===== config.mk =====
export PLATFORM = sky130hd
export DESIGN_NAME = fir_mac_ctrl_flat
export DESIGN_NICKNAME = d
export VERILOG_FILES = /design/src/rtl/fir_filter_pkg.sv /design/src/rtl/fir_mac_ctrl_if.sv /design/src/rtl/fir_mac_ctrl_mod_counter.sv /design/src/rtl/fir_mac_ctrl.sv /design/src/flat_wrapper.sv
export SDC_FILE = /design/constraint.sdc
export NUM_CORES = 1
export LEC_CHECK = 0
export ABC_AREA = 1
export CAP_MARGIN = 20
export CORE_UTILIZATION = 35
export CTS_CLUSTER_DIAMETER = 40
export CTS_CLUSTER_SIZE = 25
export DETAILED_ROUTE_END_ITERATION = 12
export GPL_ROUTABILITY_DRIVEN = 0
export GPL_TIMING_DRIVEN = 0
export PLACE_DENSITY_LB_ADDON = 0.15
export SYNTH_ARGS = -nofsm -noshare
export SYNTH_HDL_FRONTEND = slang
export SYNTH_SLANG_ARGS = --single-unit

===== constraint.sdc =====
create_clock -name clk -period 4.66 [get_ports clk]
set_clock_uncertainty 0.2 [all_clocks]
set_input_delay 0.932 -clock clk [delete_from_list [all_inputs] [get_ports clk]]
set_output_delay 0.932 -clock clk [all_outputs]
set_load 0.05 [all_outputs]

===== src/rtl/fir_filter_pkg.sv =====
// Shared constants and the controller state type for the time-multiplexed FIR filter.
package fir_filter_pkg;

  localparam int DATABITS   = 16;
  localparam int ACCBITS    = 40;
  localparam int CLK_PERIOD = 10;

  localparam int TAPS_DEF  = 32;
  localparam int RDLAT_DEF = 1;

  typedef enum logic [2:0] {
    INIT  = 3'd0,
    IDLE  = 3'd1,
    MAC   = 3'd2,
    DRAIN = 3'd3,
    LOAD  = 3'd4,
    OUT   = 3'd5
  } fir_state_t;

endpackage


===== src/rtl/fir_mac_ctrl_if.sv =====
// Input-sample and output-result valid/ready handshakes of the FIR controller.
// The controller takes the slave view; the producer/consumer side takes the master view.
interface fir_mac_ctrl_if;

  logic in_valid;
  logic in_ready;
  logic out_valid;
  logic out_ready;

  modport master (
    output in_valid,
    input  in_ready,
    input  out_valid,
    output out_ready
  );

  modport slave (
    input  in_valid,
    output in_ready,
    output out_valid,
    input  out_ready
  );

endinterface


===== src/rtl/fir_mac_ctrl_mod_counter.sv =====
// Modulo-N up/down counter with synchronous clear and load.
// Wrapping is done by explicit compare, so N need not be a power of two.
module mod_counter #(
  parameter int N = 4,
  parameter int W = (N > 1) ? $clog2(N) : 1
) (
  input  logic         clk,
  input  logic         rst_n,
  input  logic         clr_i,
  input  logic         ld_i,
  input  logic [W-1:0] ld_val_i,
  input  logic         inc_i,
  input  logic         dec_i,
  output logic [W-1:0] cnt_o,
  output logic         wrap_o
);

  localparam logic [W-1:0] MAX = W'(N - 1);

  logic [W-1:0] cnt_q;
  logic [W-1:0] cnt_d;

  // Next count: clear beats load beats step; wrap_o flags a step across the N-1/0 boundary.
  always_comb begin
    cnt_d  = cnt_q;
    wrap_o = 1'b0;
    if (clr_i) begin
      cnt_d = '0;
    end else if (ld_i) begin
      cnt_d = ld_val_i;
    end else if (inc_i) begin
      if (cnt_q == MAX) begin
        cnt_d  = '0;
        wrap_o = 1'b1;
      end else begin
        cnt_d = cnt_q + W'(1);
      end
    end else if (dec_i) begin
      if (cnt_q == '0) begin
        cnt_d  = MAX;
        wrap_o = 1'b1;
      end else begin
        cnt_d = cnt_q - W'(1);
      end
    end else begin
      cnt_d = cnt_q;
    end
  end

  // Count register.
  always_ff @(posedge clk or negedge rst_n) begin
    if (!rst_n) begin
      cnt_q <= '0;
    end else begin
      cnt_q <= cnt_d;
    end
  end

  assign cnt_o = cnt_q;

endmodule


===== src/rtl/fir_mac_ctrl.sv =====
// Sequencing controller for a time-multiplexed FIR: zero-fills the sample RAM,
// accepts samples, walks the MAC over all taps, strobes saturation and hands
// the result downstream. Control and addresses only, no datapath.
module fir_mac_ctrl
  import fir_filter_pkg::*;
#(
  parameter int  TAPS  = TAPS_DEF,
  parameter int  RDLAT = RDLAT_DEF,
  localparam int ADDRW = $clog2(TAPS)
) (
  input  logic             clk,
  input  logic             rst_n,
  fir_mac_ctrl_if.slave    hs,
  output logic             samp_we_o,
  output logic             samp_zero_o,
  output logic [ADDRW-1:0] samp_waddr_o,
  output logic [ADDRW-1:0] samp_raddr_o,
  output logic [ADDRW-1:0] coef_raddr_o,
  output logic             acc_clear_o,
  output logic             acc_en_o,
  output logic             sat_load_o,
  output logic             busy_o
);

  fir_state_t       state_q, state_d;
  logic             run_q;
  logic [1:0]       drain_q, drain_d;

  logic [ADDRW-1:0] wp_s, k_s, rp_s, init_s;
  logic             k_wrap_s, init_wrap_s;
  logic             wp_wrap_unused_s, rp_wrap_unused_s;
  logic             hs_in_s;
  logic             issue_en_s, issue_clr_s;
  logic             in_ready_s, out_valid_s;

  // run_q stays low while in reset so the INIT outputs only appear once the clock runs.
  always_ff @(posedge clk or negedge rst_n) begin
    if (!rst_n) begin
      run_q <= 1'b0;
    end else begin
      run_q <= 1'b1;
    end
  end

  assign hs_in_s = (state_q == IDLE) && hs.in_valid;

  // Write pointer: next free slot of the circular sample buffer.
  mod_counter #(.N(TAPS), .W(ADDRW)) u_wp (
    .clk(clk), .rst_n(rst_n), .clr_i(1'b0), .ld_i(1'b0), .ld_val_i('0),
    .inc_i(hs_in_s), .dec_i(1'b0), .cnt_o(wp_s), .wrap_o(wp_wrap_unused_s)
  );

  // Tap index k, also the coefficient address.
  mod_counter #(.N(TAPS), .W(ADDRW)) u_k (
    .clk(clk), .rst_n(rst_n), .clr_i(hs_in_s), .ld_i(1'b0), .ld_val_i('0),
    .inc_i(state_q == MAC), .dec_i(1'b0), .cnt_o(k_s), .wrap_o(k_wrap_s)
  );

  // Read pointer: starts at the newest sample and walks backwards, i.e. newest - k mod TAPS.
  mod_counter #(.N(TAPS), .W(ADDRW)) u_rp (
    .clk(clk), .rst_n(rst_n), .clr_i(1'b0), .ld_i(hs_in_s), .ld_val_i(wp_s),
    .inc_i(1'b0), .dec_i(state_q == MAC), .cnt_o(rp_s), .wrap_o(rp_wrap_unused_s)
  );

  // Zero-fill sweep address.
  mod_counter #(.N(TAPS), .W(ADDRW)) u_init (
    .clk(clk), .rst_n(rst_n), .clr_i(1'b0), .ld_i(1'b0), .ld_val_i('0),
    .inc_i((state_q == INIT) && run_q), .dec_i(1'b0), .cnt_o(init_s), .wrap_o(init_wrap_s)
  );

  // State and drain-counter registers.
  always_ff @(posedge clk or negedge rst_n) begin
    if (!rst_n) begin
      state_q <= INIT;
      drain_q <= 2'd0;
    end else begin
      state_q <= state_d;
      drain_q <= drain_d;
    end
  end

  // Next-state logic.
  always_comb begin
    state_d = state_q;
    drain_d = drain_q;
    case (state_q)
      INIT: begin
        if (run_q && init_wrap_s) begin
          state_d = IDLE;
        end else begin
          state_d = INIT;
        end
      end
      IDLE: begin
        if (hs_in_s) begin
          state_d = MAC;
        end else begin
          state_d = IDLE;
        end
      end
      MAC: begin
        if (k_wrap_s) begin
          drain_d = 2'd0;
          if (RDLAT == 0) begin
            state_d = LOAD;
          end else begin
            state_d = DRAIN;
          end
        end else begin
          state_d = MAC;
        end
      end
      DRAIN: begin
        if (drain_q == 2'(RDLAT - 1)) begin
          state_d = LOAD;
        end else begin
          drain_d = drain_q + 2'd1;
        end
      end
      LOAD: state_d = OUT;
      OUT: begin
        if (hs.out_ready) begin
          state_d = IDLE;
        end else begin
          state_d = OUT;
        end
      end
      default: state_d = INIT;
    endcase
  end

  // Output decode; the IDLE write is combinational from the input handshake.
  always_comb begin
    samp_we_o    = 1'b0;
    samp_zero_o  = 1'b0;
    samp_waddr_o = '0;
    samp_raddr_o = '0;
    coef_raddr_o = '0;
    sat_load_o   = 1'b0;
    busy_o       = 1'b0;
    in_ready_s   = 1'b0;
    out_valid_s  = 1'b0;
    issue_en_s   = 1'b0;
    issue_clr_s  = 1'b0;
    case (state_q)
      INIT: begin
        samp_we_o    = run_q;
        samp_zero_o  = run_q;
        samp_waddr_o = run_q ? init_s : '0;
        busy_o       = run_q;
      end
      IDLE: begin
        in_ready_s   = 1'b1;
        samp_we_o    = hs_in_s;
        samp_waddr_o = hs_in_s ? wp_s : '0;
      end
      MAC: begin
        busy_o       = 1'b1;
        coef_raddr_o = k_s;
        samp_raddr_o = rp_s;
        issue_en_s   = 1'b1;
        issue_clr_s  = (k_s == '0);
      end
      DRAIN: busy_o = 1'b1;
      LOAD: begin
        busy_o     = 1'b1;
        sat_load_o = 1'b1;
      end
      OUT: begin
        busy_o      = 1'b1;
        out_valid_s = 1'b1;
      end
      default: busy_o = 1'b1;
    endcase
  end

  assign hs.in_ready  = in_ready_s;
  assign hs.out_valid = out_valid_s;

  // MAC strobes travel through a delay line so they line up with the memory read data.
  generate
    if (RDLAT == 0) begin : g_nodly
      assign acc_en_o    = issue_en_s;
      assign acc_clear_o = issue_clr_s;
    end else begin : g_dly
      logic [RDLAT-1:0] en_dly_q;
      logic [RDLAT-1:0] clr_dly_q;

      // Shift the issued strobes by RDLAT cycles.
      always_ff @(posedge clk or negedge rst_n) begin
        if (!rst_n) begin
          en_dly_q  <= '0;
          clr_dly_q <= '0;
        end else begin
          en_dly_q[0]  <= issue_en_s;
          clr_dly_q[0] <= issue_clr_s;
          for (int i = 1; i < RDLAT; i++) begin
            en_dly_q[i]  <= en_dly_q[i-1];
            clr_dly_q[i] <= clr_dly_q[i-1];
          end
        end
      end

      assign acc_en_o    = en_dly_q[RDLAT-1];
      assign acc_clear_o = clr_dly_q[RDLAT-1];
    end
  endgenerate

endmodule


===== src/flat_wrapper.sv =====
// flat-port wrapper written by rule: the top's interface ports become plain ports
module fir_mac_ctrl_flat import fir_filter_pkg::*;
#(
  parameter int  TAPS  = TAPS_DEF,
  parameter int  RDLAT = RDLAT_DEF,
  localparam int ADDRW = $clog2(TAPS)
)
  (clk, rst_n, samp_we_o, samp_zero_o, samp_waddr_o, samp_raddr_o, coef_raddr_o, acc_clear_o, acc_en_o, sat_load_o, busy_o, hs_in_valid, hs_in_ready, hs_out_valid, hs_out_ready);
  fir_mac_ctrl_if hs_i ();
  input  logic clk;
  input  logic rst_n;
  output logic samp_we_o;
  output logic samp_zero_o;
  output logic [ADDRW-1:0] samp_waddr_o;
  output logic [ADDRW-1:0] samp_raddr_o;
  output logic [ADDRW-1:0] coef_raddr_o;
  output logic acc_clear_o;
  output logic acc_en_o;
  output logic sat_load_o;
  output logic busy_o;
  input wire logic [$bits(hs_i.in_valid)-1:0] hs_in_valid;
  output wire logic [$bits(hs_i.in_ready)-1:0] hs_in_ready;
  output wire logic [$bits(hs_i.out_valid)-1:0] hs_out_valid;
  input wire logic [$bits(hs_i.out_ready)-1:0] hs_out_ready;
  assign hs_i.in_valid = hs_in_valid;
  assign hs_in_ready = hs_i.in_ready;
  assign hs_out_valid = hs_i.out_valid;
  assign hs_i.out_ready = hs_out_ready;
  fir_mac_ctrl #(.TAPS(TAPS), .RDLAT(RDLAT)) u_core (.clk(clk), .rst_n(rst_n), .hs(hs_i), .samp_we_o(samp_we_o), .samp_zero_o(samp_zero_o), .samp_waddr_o(samp_waddr_o), .samp_raddr_o(samp_raddr_o), .coef_raddr_o(coef_raddr_o), .acc_clear_o(acc_clear_o), .acc_en_o(acc_en_o), .sat_load_o(sat_load_o), .busy_o(busy_o));
endmodule

---- Yosys cells after proc, flatten, opt, wreduce, memory -nomap -nowiden ----
Cells that the tools add are included.
storage, ports and cells
  flip-flop bits (word level) ............. 28
  bits of input ports ..................... 4
  output and inout bits ................... 23
operators by class
  $add $sub $neg .......................... 5
  equal/unequal tests ..................... 11
  mux-type cells .......................... 35
  reductions and logical operators ........ 10
operators with widths
  operator             number
  $mux 5               12
  $pmux 3 s6           1
  $add 5x1->5 const B  3
  $eq 5x5->1 const B   3
  $mux 1               13
  $logic_not 5->1      2
  $pmux 5 s2           1
  $eq 3x2->1 const B   2
  $eq 3x3->1 const B   2
  $mux 2               3
  $mux 3               2
  $sub 5x1->5 const B  1
  $ne 2x1->1 const B   2
  $pmux 1 s2           2
  $pmux 2 s2           1
  $reduce_bool 2->1    2
  $eq 3x1->1 const B   1
  $logic_and 1x1->1    3
  $logic_not 3->1      1
  $reduce_and 3->1     1
  $add 2x1->2 const B  1
  $logic_not 2->1      1
  $ne 2x2->1 const B   1

---- Logic depth before layout (Yosys ltp) ----
  depth after elaboration ................. 6
  gate-level depth with buffers ........... 9
  gate-level depth less buffers ........... 9

---- Modules after synthesis ----
A second synthesis with hierarchy kept.
unflattened totals
  cell total of the unflattened synthesis .. 418
  area, all modules ....................... 2601.2 um2
modules (own cells, without submodules)
  module                           times used  cells each  area an instance (um2)  sequential area each (um2)
  mod_counter (u_core.u_init ...)  3           79          504.2                   125.1
  fir_mac_ctrl                     1           96          584.3                   200.2
  mod_counter (u_core.u_wp)        1           85          504.2                   125.1

---- Worst setup path after synthesis ----
Ideal clock, no wire load.
  path kind ............................... reg-to-output
  from .................................... register u_core.state_q[0]
  to ...................................... output samp_waddr_o[3]
  arrival ................................. 2.024 ns
  required time ........................... 3.528 ns
  path slack .............................. 1.504 ns
  cell stages (with the launch flop) ...... 5
  path buffers ............................ 0
  cells stage by stage .................... dfrtp_1 inv_2 nor2_1 nand3_1 o21ai_0
on the way
  cells in the longest elaborated chain, start to end .. 4
  elaborated cells between the ends (all ways) .. 5
  classes of those cells .................. eq/ne: 1; mux: 2; reduce/logical: 2
ends and longest elaborated chain
  what                    line                                     text
  from (decl)             fir_mac_ctrl.sv:25                       fir_state_t state_q, state_d;
  from (signal assigned)  fir_mac_ctrl.sv:77                       state_q <= state_d;
  $eq 3x1->1              fir_mac_ctrl.sv:45, fir_mac_ctrl.sv:145
  $logic_and 1x1->1       fir_mac_ctrl.sv:45                       assign hs_in_s = (state_q == IDLE) && hs.in_valid;
  $mux 5                  fir_mac_ctrl.sv:155                      samp_waddr_o = hs_in_s ? wp_s : '0;
  $pmux 5 s2 (*)          fir_mac_ctrl.sv:145                      case (state_q)
  to (decl)               flat_wrapper.sv:14                       output logic [ADDRW-1:0] samp_waddr_o;
Every way passes the cells marked *; elsewhere a longest branch is shown, timed or not.

---- Worst setup path after layout ----
  from .................................... input hs_in_valid
  to ...................................... output samp_waddr_o[2]
on the way
  cells in the longest elaborated chain, start to end .. 3
ends and longest elaborated chain
  what               line                 text
  from (decl)        flat_wrapper.sv:21   input wire logic [$bits(hs_i.in_valid)-1:0] hs_in_valid;
  $logic_and 1x1->1  fir_mac_ctrl.sv:45
  $mux 5             fir_mac_ctrl.sv:155
  $pmux 5 s2         fir_mac_ctrl.sv:145
No other way between the ends.

==> flow_metrics.env <==
export IMPL_ff2ff_setup_slack_ns=3.07
export IMPL_io_buffers=26
export IMPL_dominantRegCellSynth="dfrtp_1"
export IMPL_relSlewSlack_pct=58.35
export IMPL_vdd_drop_max_mv=0.2780
export IMPL_min_to="u_core.acc_clear_o"
export IMPL_clk_path_buf_depth=2
export IMPL_grt_max_degree=19
export IMPL_synthArstFlopShare_pct=100.0
export IMPL_dp_slack_ns=0.7439
export IMPL_netlist_area_sq_mm=0.001604
export IMPL_rows=24
export IMPL_cts_tree="built"
export IMPL_ctsResizeCount=0
export IMPL_h_tree_depth=1
export IMPL_syn_instance_count=213
export IMPL_regArea_sq_um=700.7
export IMPL_num_vias=1389
export IMPL_dr_pass1_iters=4
export IMPL_drc=0
export IMPL_worstRegToRegCells=7
export IMPL_grt_ovfl_total=0
export IMPL_cts_root_buf="clkbuf_8"
export IMPL_cpLargestDelayFamily="buffers and inverters"
export IMPL_io_pins=27
export IMPL_fmax_mhz=255.0
export IMPL_cp_common_cell="clkdlybuf4s50_1"
export IMPL_drive_gt1_share_pct=8.197
export IMPL_diodes=0
export IMPL_worst_slew_pin_slew_ns=0.6228
export IMPL_nNetsFinal=258
export IMPL_cp_buffers_inverters=3
export IMPL_finalHoldViolations=0
export IMPL_die_h_um=69.70
export IMPL_finalCritPeriodShare_pct=84.14
export IMPL_cp_data_required_time_ns=3.53
export IMPL_avgRoutedWirePerCell_um=11.52
export IMPL_cts_hold_buf=0
export IMPL_p_leak_nw=1.024
export IMPL_synth_area_top_cells="dfrtp_1 (44%), nand2_1 (15%), ha_1 (7.0%)"
export IMPL_insertion_delay_ns=0.28
export IMPL_placed_cell_area_sq_mm=0.001957
export IMPL_grt_pass1_wl_mm=5.823
export IMPL_path_clk_slew_ns=0.10
export IMPL_hold_path_startpoint="u_core.u_k.cnt_o[4]"
export IMPL_vias_per_cell=4.693
export IMPL_postCtsSetupRepairBufs=0
export IMPL_multi_input_area_sq_um=755.7
export IMPL_cts_sinks=28
export IMPL_netlist_top_cells_count="nand2_1 (62), inv_1 (29), dfrtp_1 (28), nand3_1 (21), nor2_1 (21)"
export IMPL_rr_startpoint="u_core.u_k.cnt_o[0]"
export IMPL_timing_rr_end="u_core.drain_q[1]"
export IMPL_track_usage_pct=14.83
export IMPL_hold_path_class="reg -> reg"
export IMPL_ys_seq_elements=28
export IMPL_drv_slew=0
export IMPL_post_route_min_period_ns=3.921
export IMPL_antenna_left=0
export IMPL_syn_area_per_cell_sq_um=7.531
export IMPL_cellPowerDensity_mw_per_mm2=677.5
export IMPL_crit_path_max_incr_delay_ns=0.83
export IMPL_setup_ws_ns=0.7389
export IMPL_synth_top_area_share_pct=43.68
export IMPL_grt_pass1_vias=1295
export IMPL_slowest_stage="clkdlybuf4s50_1"
export IMPL_die_area_sq_mm=0.004857
export IMPL_path_max_fanout=8
export IMPL_postLayoutCellArea_sq_mm=0.002028
export IMPL_end_kind="output port"
export IMPL_holdPathStages=1
export IMPL_antenna_found_initial=0
export IMPL_synthToLayoutAreaGrowth_pct=26.44
export IMPL_yosys_warnings=0
export IMPL_yosysTopAreaCell="dfrtp_1"
export IMPL_die_w_um=69.70
export IMPL_synth_seq_area_share_pct=43.68
export IMPL_tns_ns=0
export IMPL_synth_cell_type_count=25
export IMPL_wl_mm=3.409
export IMPL_cap_violations=0
export IMPL_yosysMostFrequentCell="nand2_1"
export IMPL_path_cells="clkdlybuf4s50_1 > nand3_2 > inv_2 > nand2_1 > o21ai_0 > clkdlybuf4s50_1"
export IMPL_initial_utilization_pct=36.59
export IMPL_drt_initial_drc_count=86
export IMPL_coreArea_sq_mm=0.004384
export IMPL_fillCellCount=472
export IMPL_grt_setup_unrepaired="no"
export IMPL_startpoint_type="input pin"
export IMPL_outcome="finished, final reports clean"
export IMPL_setup_viol=0
export IMPL_synth_nets=226
export IMPL_criticalPathCategory="in -> out"
export IMPL_dp_hpwl_mm=2.642
export IMPL_cts_buffers=3
export IMPL_cp_arrival_ns=2.79
export IMPL_synth_edff_count=0
-- logic make-up after synthesis --
group / after synthesis / synth area share, %
AO/OA/AOI/OAI: 18 / 5.772
adder cells (fa/ha/maj): 9 / 7.020
XOR/XNOR: 2 / 1.092
other: 1 / 0.2338
AND/OR/NAND/NOR: 119 / 33.00
buffers and inverters: 36 / 9.204
flip-flops: 28 / 43.68
-- per-stage QoR --
step | cells | hold WS, ns | total power [mW] | util, %
final | 296 | 0.2688 | 1.374 | 46.26
after global routing | 296 | 0.2941 | 1.486 | 46.26
after CTS | 296 | 0.2744 | 1.389 | 46.26
after detailed placement | 292 | 0.2571 | 1.190 | 44.63
after global placement | 291 | 0.2528 | 1.181 | 44.01
after floorplan | 213 | 0.2345 | 0.9741 | -
-- worst max-delay path by stage --
| stage | from | to | slack [ns] | cells after the start |
|---|---|---|---|---|
| 6_report | hs_in_valid | samp_waddr_o[2] | 0.74 | 6 |
| 2_1_floorplan | u_core.state_q[0] | samp_waddr_o[3] | 1.50 | 4 |
| 4_1_cts | hs_in_valid | samp_waddr_o[2] | 0.72 | 6 |
| 3_3_place_gp | hs_in_valid | samp_waddr_o[2] | 0.73 | 6 |
| 5_1_grt | hs_in_valid | samp_waddr_o[2] | 0.61 | 6 |
| 3_5_place_dp | hs_in_valid | samp_waddr_o[2] | 0.74 | 6 |
-- layer usage --
layer	routed length, um	vias to the layer above	GRT usage (%)
met5	0	-	0
met4	35	0	4.667
met3	99	4	1.890
met2	1598	23	23.84
met1	1676	635	20.79
li1	-	727	-
-- placed cells by master (no fill, tap or decap), types with 3 or more instances in the layout --
master,n
inv_2,4
ha_1,9
a21oi_1,3
clkdlybuf4s50_1,26
nand3_1,21
o21ai_0,13
nand2_1,62
nor2_1,21
inv_1,29
nand4_1,4
dfrtp_1,28
clkbuf_8,3
-- power breakdown --
part           total (mW)  switching [mW]  internal, mW
Combinational       0.754           0.497         0.257
Sequential          0.423          0.0893         0.334
Clock               0.197          0.0821         0.115
Total                1.37           0.668         0.706
-- area by class of cell --
| cell class | instances | share of cell area [%] |
|---|---|---|
| Multi-Input combinational cell | 149 | 37.26 |
| Sequential cell | 28 | 34.55 |
| Clock buffer | 3 | 2.036 |
| Buffer | 3 | 1.172 |
| Inverter | 33 | 6.107 |
| Clock inverter | 1 | 1.481 |
| Tap cell | 52 | 3.208 |
| Timing Repair Buffer | 27 | 14.19 |
-- flip-flops by register name, indices dropped and copies added, names as in the netlist --
signal,cells
u_core.acc_clear_o,1
u_core.acc_en_o,1
u_core.drain_q,2
u_core.run_q,1
u_core.state_q,3
u_core.u_init.cnt_o,5
u_core.u_k.cnt_o,5
u_core.u_rp.cnt_o,5
u_core.u_wp.cnt_o,5
Power figures use the tool's default switching activity.
